<file path="config.mk">
export PLATFORM = sky130hd
export DESIGN_NAME = bus_arbiter
export DESIGN_NICKNAME = d
export VERILOG_FILES = /design/src/rtl/bus_arbiter.sv
export SDC_FILE = /design/constraint.sdc
export NUM_CORES = 1
export LEC_CHECK = 0
export BUFFER_PORTS_ARGS = -buffer_cell sky130_fd_sc_hd__buf_2
export CAP_MARGIN = 30
export CORE_MARGIN = 2
export CORE_UTILIZATION = 45
export DETAILED_ROUTE_END_ITERATION = 10
export GPL_TIMING_DRIVEN = 0
export PLACE_DENSITY_LB_ADDON = 0.2
export SYNTH_ARGS = -nofsm -noshare
export SYNTH_HDL_FRONTEND = slang
export SYNTH_SLANG_ARGS = --single-unit
</file>
<file path="constraint.sdc">
create_clock -name clk -period 2.3 [get_ports clk]
set_clock_uncertainty 0.2 [all_clocks]
set_input_delay 0 -clock clk [delete_from_list [all_inputs] [get_ports clk]]
set_output_delay 0 -clock clk [all_outputs]
set_load 0.1 [all_outputs]
</file>
<file path="src/rtl/bus_arbiter.sv">
// bus_arbiter: round-robin arbiter sharing one interconnect master port.
// Optional lock feature: define ARB_LOCK_EN to let an owner keep priority.
module bus_arbiter #(
    parameter int WIDTH        = 32,
    parameter int NUM_MASTERS  = 2,
    parameter int READ_LATENCY = 1
) (
    input  logic                         clk,
    input  logic                         rst_n,
    input  logic [NUM_MASTERS-1:0]       m_req,
    input  logic [NUM_MASTERS-1:0]       m_we,
    input  logic [NUM_MASTERS*WIDTH-1:0] m_addr,
    input  logic [NUM_MASTERS*WIDTH-1:0] m_wd,
    input  logic [NUM_MASTERS-1:0]       m_lock,
    output logic [NUM_MASTERS-1:0]       m_gnt,
    output logic [NUM_MASTERS-1:0]       m_ack,
    output logic [WIDTH-1:0]             m_rd,
    output logic                         busy,
    output logic                         we_m,
    output logic [WIDTH-1:0]             addr_m,
    output logic [WIDTH-1:0]             wd_m,
    input  logic [WIDTH-1:0]             rd_m
);

    localparam int PW = (NUM_MASTERS > 1) ? $clog2(NUM_MASTERS) : 1;
    localparam int CW = (READ_LATENCY > 1) ? $clog2(READ_LATENCY) : 1;
    localparam logic [PW-1:0] LAST_IDX = PW'(NUM_MASTERS - 1);
    localparam logic [CW-1:0] CNT_INIT = CW'(READ_LATENCY - 1);

    typedef enum logic [1:0] {
        S_IDLE,
        S_ISSUE,
        S_WAIT,
        S_RESP
    } state_t;

    state_t            state_q, state_d;
    logic [PW-1:0]     ptr_q, ptr_d;
    logic [PW-1:0]     owner_q, owner_d;
    logic              we_q, we_d;
    logic [WIDTH-1:0]  addr_q, addr_d;
    logic [WIDTH-1:0]  wd_q, wd_d;
    logic [CW-1:0]     cnt_q, cnt_d;
    logic [WIDTH-1:0]  rdata_q, rdata_d;

    logic              win_valid;
    logic [PW-1:0]     win_idx;
    logic              sel_we;
    logic [WIDTH-1:0]  sel_addr;
    logic [WIDTH-1:0]  sel_wd;
    logic [PW-1:0]     ptr_next;

`ifndef ARB_LOCK_EN
    logic              lock_unused;
    assign lock_unused = ^m_lock;
`endif

    // Rotating-priority search starting at ptr, picks winner and its inputs
    always_comb begin
        int            s;
        logic [PW-1:0] idx;
        win_valid = 1'b0;
        win_idx   = '0;
        sel_we    = 1'b0;
        sel_addr  = '0;
        sel_wd    = '0;
        s         = 0;
        idx       = '0;
        for (int k = 0; k < NUM_MASTERS; k++) begin
            s = int'(ptr_q) + k;
            if (s >= NUM_MASTERS) begin
                s = s - NUM_MASTERS;
            end
            idx = PW'(s);
            if (!win_valid && m_req[idx]) begin
                win_valid = 1'b1;
                win_idx   = idx;
                sel_we    = m_we[idx];
                sel_addr  = m_addr[s*WIDTH +: WIDTH];
                sel_wd    = m_wd[s*WIDTH +: WIDTH];
            end
        end
    end

    // Pointer advance after a completed transaction, wrapping N-1 -> 0
    always_comb begin
        if (owner_q == LAST_IDX) begin
            ptr_next = '0;
        end else begin
            ptr_next = owner_q + PW'(1);
        end
    end

    // State and datapath registers
    always_ff @(posedge clk or negedge rst_n) begin
        if (!rst_n) begin
            state_q <= S_IDLE;
            ptr_q   <= '0;
            owner_q <= '0;
            we_q    <= 1'b0;
            addr_q  <= '0;
            wd_q    <= '0;
            cnt_q   <= '0;
            rdata_q <= '0;
        end else begin
            state_q <= state_d;
            ptr_q   <= ptr_d;
            owner_q <= owner_d;
            we_q    <= we_d;
            addr_q  <= addr_d;
            wd_q    <= wd_d;
            cnt_q   <= cnt_d;
            rdata_q <= rdata_d;
        end
    end

    // Next-state logic: grant latch, latency countdown, pointer update
    always_comb begin
        state_d = state_q;
        ptr_d   = ptr_q;
        owner_d = owner_q;
        we_d    = we_q;
        addr_d  = addr_q;
        wd_d    = wd_q;
        cnt_d   = cnt_q;
        rdata_d = rdata_q;
        unique case (state_q)
            S_IDLE: begin
                if (win_valid) begin
                    state_d = S_ISSUE;
                    owner_d = win_idx;
                    we_d    = sel_we;
                    addr_d  = sel_addr;
                    wd_d    = sel_wd;
                    rdata_d = '0;
                end
            end
            S_ISSUE: begin
                if (we_q) begin
                    state_d = S_RESP;
                end else begin
                    state_d = S_WAIT;
                    cnt_d   = CNT_INIT;
                end
            end
            S_WAIT: begin
                if (cnt_q == '0) begin
                    rdata_d = rd_m;
                    state_d = S_RESP;
                end else begin
                    cnt_d = cnt_q - CW'(1);
                end
            end
            S_RESP: begin
                state_d = S_IDLE;
`ifdef ARB_LOCK_EN
                if (m_lock[owner_q]) begin
                    ptr_d = owner_q;
                end else begin
                    ptr_d = ptr_next;
                end
`else
                ptr_d = ptr_next;
`endif
            end
            default: begin
                state_d = S_IDLE;
            end
        endcase
    end

    // Output decode per state; grant is suppressed while reset is held
    always_comb begin
        m_gnt  = '0;
        m_ack  = '0;
        m_rd   = '0;
        we_m   = 1'b0;
        addr_m = '0;
        wd_m   = '0;
        busy   = (state_q != S_IDLE);
        unique case (state_q)
            S_IDLE: begin
                if (win_valid && rst_n) begin
                    m_gnt[win_idx] = 1'b1;
                end
            end
            S_ISSUE: begin
                we_m   = we_q;
                addr_m = addr_q;
                wd_m   = wd_q;
            end
            S_WAIT: begin
                addr_m = addr_q;
            end
            S_RESP: begin
                m_ack[owner_q] = 1'b1;
                m_rd           = rdata_q;
            end
            default: begin
                busy = 1'b0;
            end
        endcase
    end

endmodule

</file>
* After elaboration in Yosys (flattened, before gate mapping)
Index checks and enable logic that the tools add are counted.
** Cells by class
- Shifts and indexed selects :: 4
- Multiplexer cells :: 42
- $add $sub $neg :: 5
- Magnitude comparators :: 8
- Div/mod/pow operators :: 0
- Equal/unequal tests :: 6
- Bitwise operators :: 0
- Reduce and logical (&&, ||, !) cells :: 14
- $mul :: 0
** Operator list (count)
- 32-bit two-way mux :: 9
- 64-bit by 32-bit variable part select with 32-bit output :: 4
- 32-bit case mux with 2 select lines :: 1
- 27-bit two-way mux :: 2
- 1-bit two-way mux :: 21
- 2-bit two-way mux :: 5
- 1-bit by 2-bit less-than comparator with 1-bit output, second input constant :: 4
- 2-bit case mux with 4 select lines :: 1
- 2-bit inequality test, second input constant :: 3
- 2-bit AND reduction :: 3
- 2-bit nonzero test :: 3
- 2-bit == test, second input constant :: 2
- 1-bit logical AND :: 4
- 3-bit AND reduction :: 1
- 1-bit by 2-bit subtractor with 3-bit output, second input constant :: 1
- 2-bit by 2-bit subtractor with 3-bit output, second input constant :: 1
- 1-bit by 1-bit adder with 2-bit output, second input constant :: 1
- 1-bit demux with 1-bit select :: 2
- 2-bit by 1-bit == test with 1-bit output, second input constant :: 1
- 1-bit greater-or-equal comparator, second input constant :: 2
- 1-bit by 2-bit greater-or-equal comparator with 1-bit output, second input constant :: 1
- 2-bit greater-or-equal comparator, second input constant :: 1
- 2-bit logical NOT :: 1
- 1-bit case mux with 2 select lines :: 1
- other kinds (4) :: 4
** Word-level totals
- Memory bits (writable) :: 0
- Memories :: 0
- Output and inout bits :: 102
- Register bits after elaboration :: 102
- Memory bits (read-only) :: 0
- Input bits :: 168
- Bits in latches :: 0

* Logic depth before layout (Yosys ltp)
- Word-level depth :: 14
- Gate-level depth with buffers :: 7

* Worst setup path before layout
OpenSTA, ideal clock, no wires.
- Kind :: register to output
- Start :: reg state_q[0]
- End :: out m_ack[0]
- Slack :: 0.085 ns
- Cell stages (with the launch flop) :: 3
- Data required time :: 2.100 ns
- Buffers on the path :: 0
- Arrival time :: 2.015 ns
- Path through :: dfrtp_1 > ha_1 > nor2b_1
** On the way
- Longest elaborated chain between the ends :: 2
** Ends and longest elaborated chain
- start: declaration :: line 37 : state_t state_q, state_d;
- start signal: assignment :: line 106 : state_q <= state_d;
- 2-bit == test :: line 181 : unique case (state_q)
- 2-bit two-way mux :: line 181
- end: declaration :: line 16 : output logic [NUM_MASTERS-1:0] m_ack,
No other way between the ends.

* Worst setup path after layout
- Start :: reg state_q[0]
- End :: reg rdata_q[2]
** On the way
- Longest elaborated chain between the ends :: 3
- Elaborated cells on any way between the ends :: 7
** Ends and longest elaborated chain
- 2-bit == test / 2-bit logical NOT (equally long branches) :: line 127 : unique case (state_q)
- 2-bit inequality test (no line) / 2-bit nonzero test (equally long branches)
- 3-bit AND reduction (no line)
- end signal: assignment :: line 113 : rdata_q <= rdata_d;
- end: declaration :: line 44 : logic [WIDTH-1:0] rdata_q, rdata_d;
Several ways; a longest one is shown, not always the timed one.
A chain may end at the register's enable or synchronous reset.

==> results.md <==
* Required time at the endpoint of the critical path at approximately 2400 ps
* Setup fix buffers added after clock tree synthesis at 0
* Final-layout fill cell count at between 600 and 700
* Number of distinct library cells after synthesis at 25
* Clock transition at the registers of the reported paths at ~90 ps
* Total detailed-routing wirelength at 20,400 µm
* Most used standard cells in the synthesized netlist: sky130_fd_sc_hd__dfrtp_1 (101), sky130_fd_sc_hd__and2_1 (99), sky130_fd_sc_hd__a21oi_1 (68), sky130_fd_sc_hd__nor2_1 (68), sky130_fd_sc_hd__a32oi_1 (65)
* Mux cell area share after synthesis at 0.200%
* Count of boundary I/O pins at 270
* Horizontal die dimension at 110 µm
* CTS tree: done
* Highest attainable clock frequency at 0.457 GHz
* Post-layout net count at 1,116
* Total standard cell area after synthesis at 5010 µm²
* Most instantiated library cell after synthesis: sky130_fd_sc_hd__dfrtp_1
* Peak fanout along the critical path at 10
* Hold Crit Class: in -> async
* Met2 routing resource usage after global routing at between 50% and 60%
* Post-synthesis cell type with the largest combined area: sky130_fd_sc_hd__dfrtp_1
* Max_cap viols at 0
* WS Path Type: reg -> reg
* Per-cell routed wire length at about 19 µm
* Die Outline Area at 12,000 µm²
* Xor and xnor area share after synthesis at 0%
* Detailed-placement wirelength estimate at about 12,000 µm
* Startpoint type of the worst setup path: flop
* Sequential element share of the synthesized area at 50.4%
* Register bit count reported by yosys at 101
* Overall overflow remaining after global route at 0
* CP Data Arrival Time at approximately 2200 ps
* Busiest metal layer after global routing: met2
* Final setup slack of the worst path at 111 ps
* Worst reg2reg setup slack at 110 ps
* Total clock buffers created by CTS at 9
* Starting Density at 46.2%
* Number of cell rows at 38
* Number of detailed-route iterations in the first pass at 5
* 1st-iter DRT viols at 538
* Largest family of logic cells by synthesized area: compound AO/OA/AOI/OAI gates
* Adder-cell area share of the yosys netlist at 0.998%
* Worst rel slew slack at 56.0%
* Total area of multi-input combinational cells at 2240 µm²
* Final Max Slew Viols at 0
* Core Footprint at ~11,000 µm²
* Pre-CTS setup slack at -54.9 ps
* Ant. Diodes at 0
* Met3 track demand over resource at 8.00%
* Wire length of the first global-routing pass at just over 30,000 µm
* FF/Latch Area at approximately 2500 µm²
* Layout cell share with drive strength beyond 1 at roughly 36%
* Worst r2r src: state_q[0]
* Buffer cell driving the clock tree root: sky130_fd_sc_hd__clkbuf_8
* Initial antenna violation count at 0
* Number of cells produced by synthesis at roughly 500
* Total routing resource utilization after global routing at 33.5%
* Compound-gate portion of the synthesized area at 24.8%
* Port Buffers at 266
* DRT antenna net count at 0
* Avg Vias per Cell at approximately 5.6
* Signed area change from the synthesized netlist to the final layout at 71.8%
* Synthesized Nets at slightly below 700
* Outcome: finished, final reports clean
* Capturing point of the worst reg2reg path: rdata_q[2]
* Largest cells by area after synthesis: sky130_fd_sc_hd__dfrtp_1 (50%), sky130_fd_sc_hd__and2_1 (12%), sky130_fd_sc_hd__a32oi_1 (11%)
* Via count at 6,138
* Min Tclk post-route at between 2000 and 2500 ps
* Main synth FF type: sky130_fd_sc_hd__dfrtp_1
* Ys async rst share at 100%
* Worst-skew pair later-pin latency at ~360 ps
* Endpoint type of the worst setup path: flop
* Finish-stage setup viols at 0
* Y dimension of the die at around 110 µm
* Period Utilization, post-route at 95.2%
* Post-synthesis simple-gate area fraction at about 18%
* Area share of the leading cell type in the synthesized netlist at a little over 50%
* EDFF count, synth at 0
* Number of design rule violations left after detail routing at 0
* Syn Area/Cell at 9.97 µm²
* H-tree depth reported by CTS at 3
* Met1 Track Usage GR at approximately two fifths
* Number of global-route vias before repair at 6,292
* Gp weighted congestion at 0.862
* Count of final hold-check violations at 0
* R2R depth at 7
* Count of yosys warnings during synthesis at 0
* Deepest clock path buffer count at 2
* Transition time at the pin with the least slew margin at 661 ps
* Number of clock sinks at 101
* Pin count of the biggest net entering global routing at 56
## critical path: stages (launching register included)
cell and delay [ps]:
sky130_fd_sc_hd__dfrtp_1 450, sky130_fd_sc_hd__inv_1 140, sky130_fd_sc_hd__ha_4 200, sky130_fd_sc_hd__or3b_4 420, sky130_fd_sc_hd__and2_1 180, sky130_fd_sc_hd__buf_6 130
sky130_fd_sc_hd__buf_6 130, sky130_fd_sc_hd__a22o_2 220
## placed cells by master (no fill, tap or decap), types with 2 or more instances in the layout
master,synthesis,routed
sky130_fd_sc_hd__buf_2,4,195
sky130_fd_sc_hd__dlygate4sd3_1,0,165
sky130_fd_sc_hd__dfrtp_1,101,101
sky130_fd_sc_hd__and2_1,99,99
sky130_fd_sc_hd__nor2_1,68,68
sky130_fd_sc_hd__a21oi_1,68,68
sky130_fd_sc_hd__a32oi_1,65,65
sky130_fd_sc_hd__buf_4,2,63
sky130_fd_sc_hd__a22o_2,22,22
sky130_fd_sc_hd__clkbuf_2,0,21
sky130_fd_sc_hd__clkbuf_1,33,16
sky130_fd_sc_hd__clkbuf_4,0,12
sky130_fd_sc_hd__a22o_1,10,10
sky130_fd_sc_hd__clkbuf_8,0,10
sky130_fd_sc_hd__buf_6,6,8
sky130_fd_sc_hd__buf_1,7,3
sky130_fd_sc_hd__inv_1,3,3
sky130_fd_sc_hd__ha_1,4,2
## per-stage QoR
stage	std cells	util, %	hold WS (ps)	TNS, ps	area [µm²]
2_1_floorplan	503	-	-496	0	5010
3_3_place_gp	909	60.1	22.4	-5610	6520
3_5_place_dp	910	60.4	-134	-54.9	6550
4_1_cts	1087	78.8	15.9	0	8540
5_1_grt	1087	79.5	41.3	-25.2	8620
6_report	1087	79.5	3.73	0	8620
## sequential cells by signal (all words and copies together), names as in the netlist
register and flops:
rdata_q 32, we_q 1, state_q 2, owner_q 1, addr_q 32, wd_q 32, ptr_q 1
## logic make-up after synthesis
kind of cell	after synthesis
DFF	101
buffers and inverters	55
muxes	1
and+or+nand+nor	173
adders and majority gates	4
AOI/OAI and AO/OA	169
## how the worst max path moves through the flow
stage,from,endpoint,slack [ps],depth (start not counted)
after global placement,rst_n,m_gnt[1],-530,3
after floorplan,state_q[0],m_ack[0],80,2
after CTS,state_q[0],m_rd[11],10,4
after detailed placement,ptr_q,m_gnt[0],-50,5
final,state_q[0],rdata_q[2],110,7
after global routing,state_q[0],m_rd[8],-20,4
## layer usage
metal / routed length [µm] / part of all wire (%)
met3: 1690 / 8.3
met2: 9990 / 49
met5: 0 / 0
met1: 7540 / 37
met4: 1160 / 5.7
## area by class of cell
cell class	instances	share of cell area, %
tap	140	2.03
buffer	50	3.21
inverter	3	0.131
sequential	101	29.3
clock buffer	12	1.68
timing repair buffer	432	37.1
multi-input combinational	347	26.1
clock inverter	2	0.407
## repair_timing
item,in CTS,in global routing
setup endpoints to repair,64,184
endpoints found under the hold margin,200,0
resized for setup,68,48
hold buffers,165,0
Power is left out: the tool's default activity adds up to more than one toggle a clock period on the data nets, which glitch-free logic cannot reach.
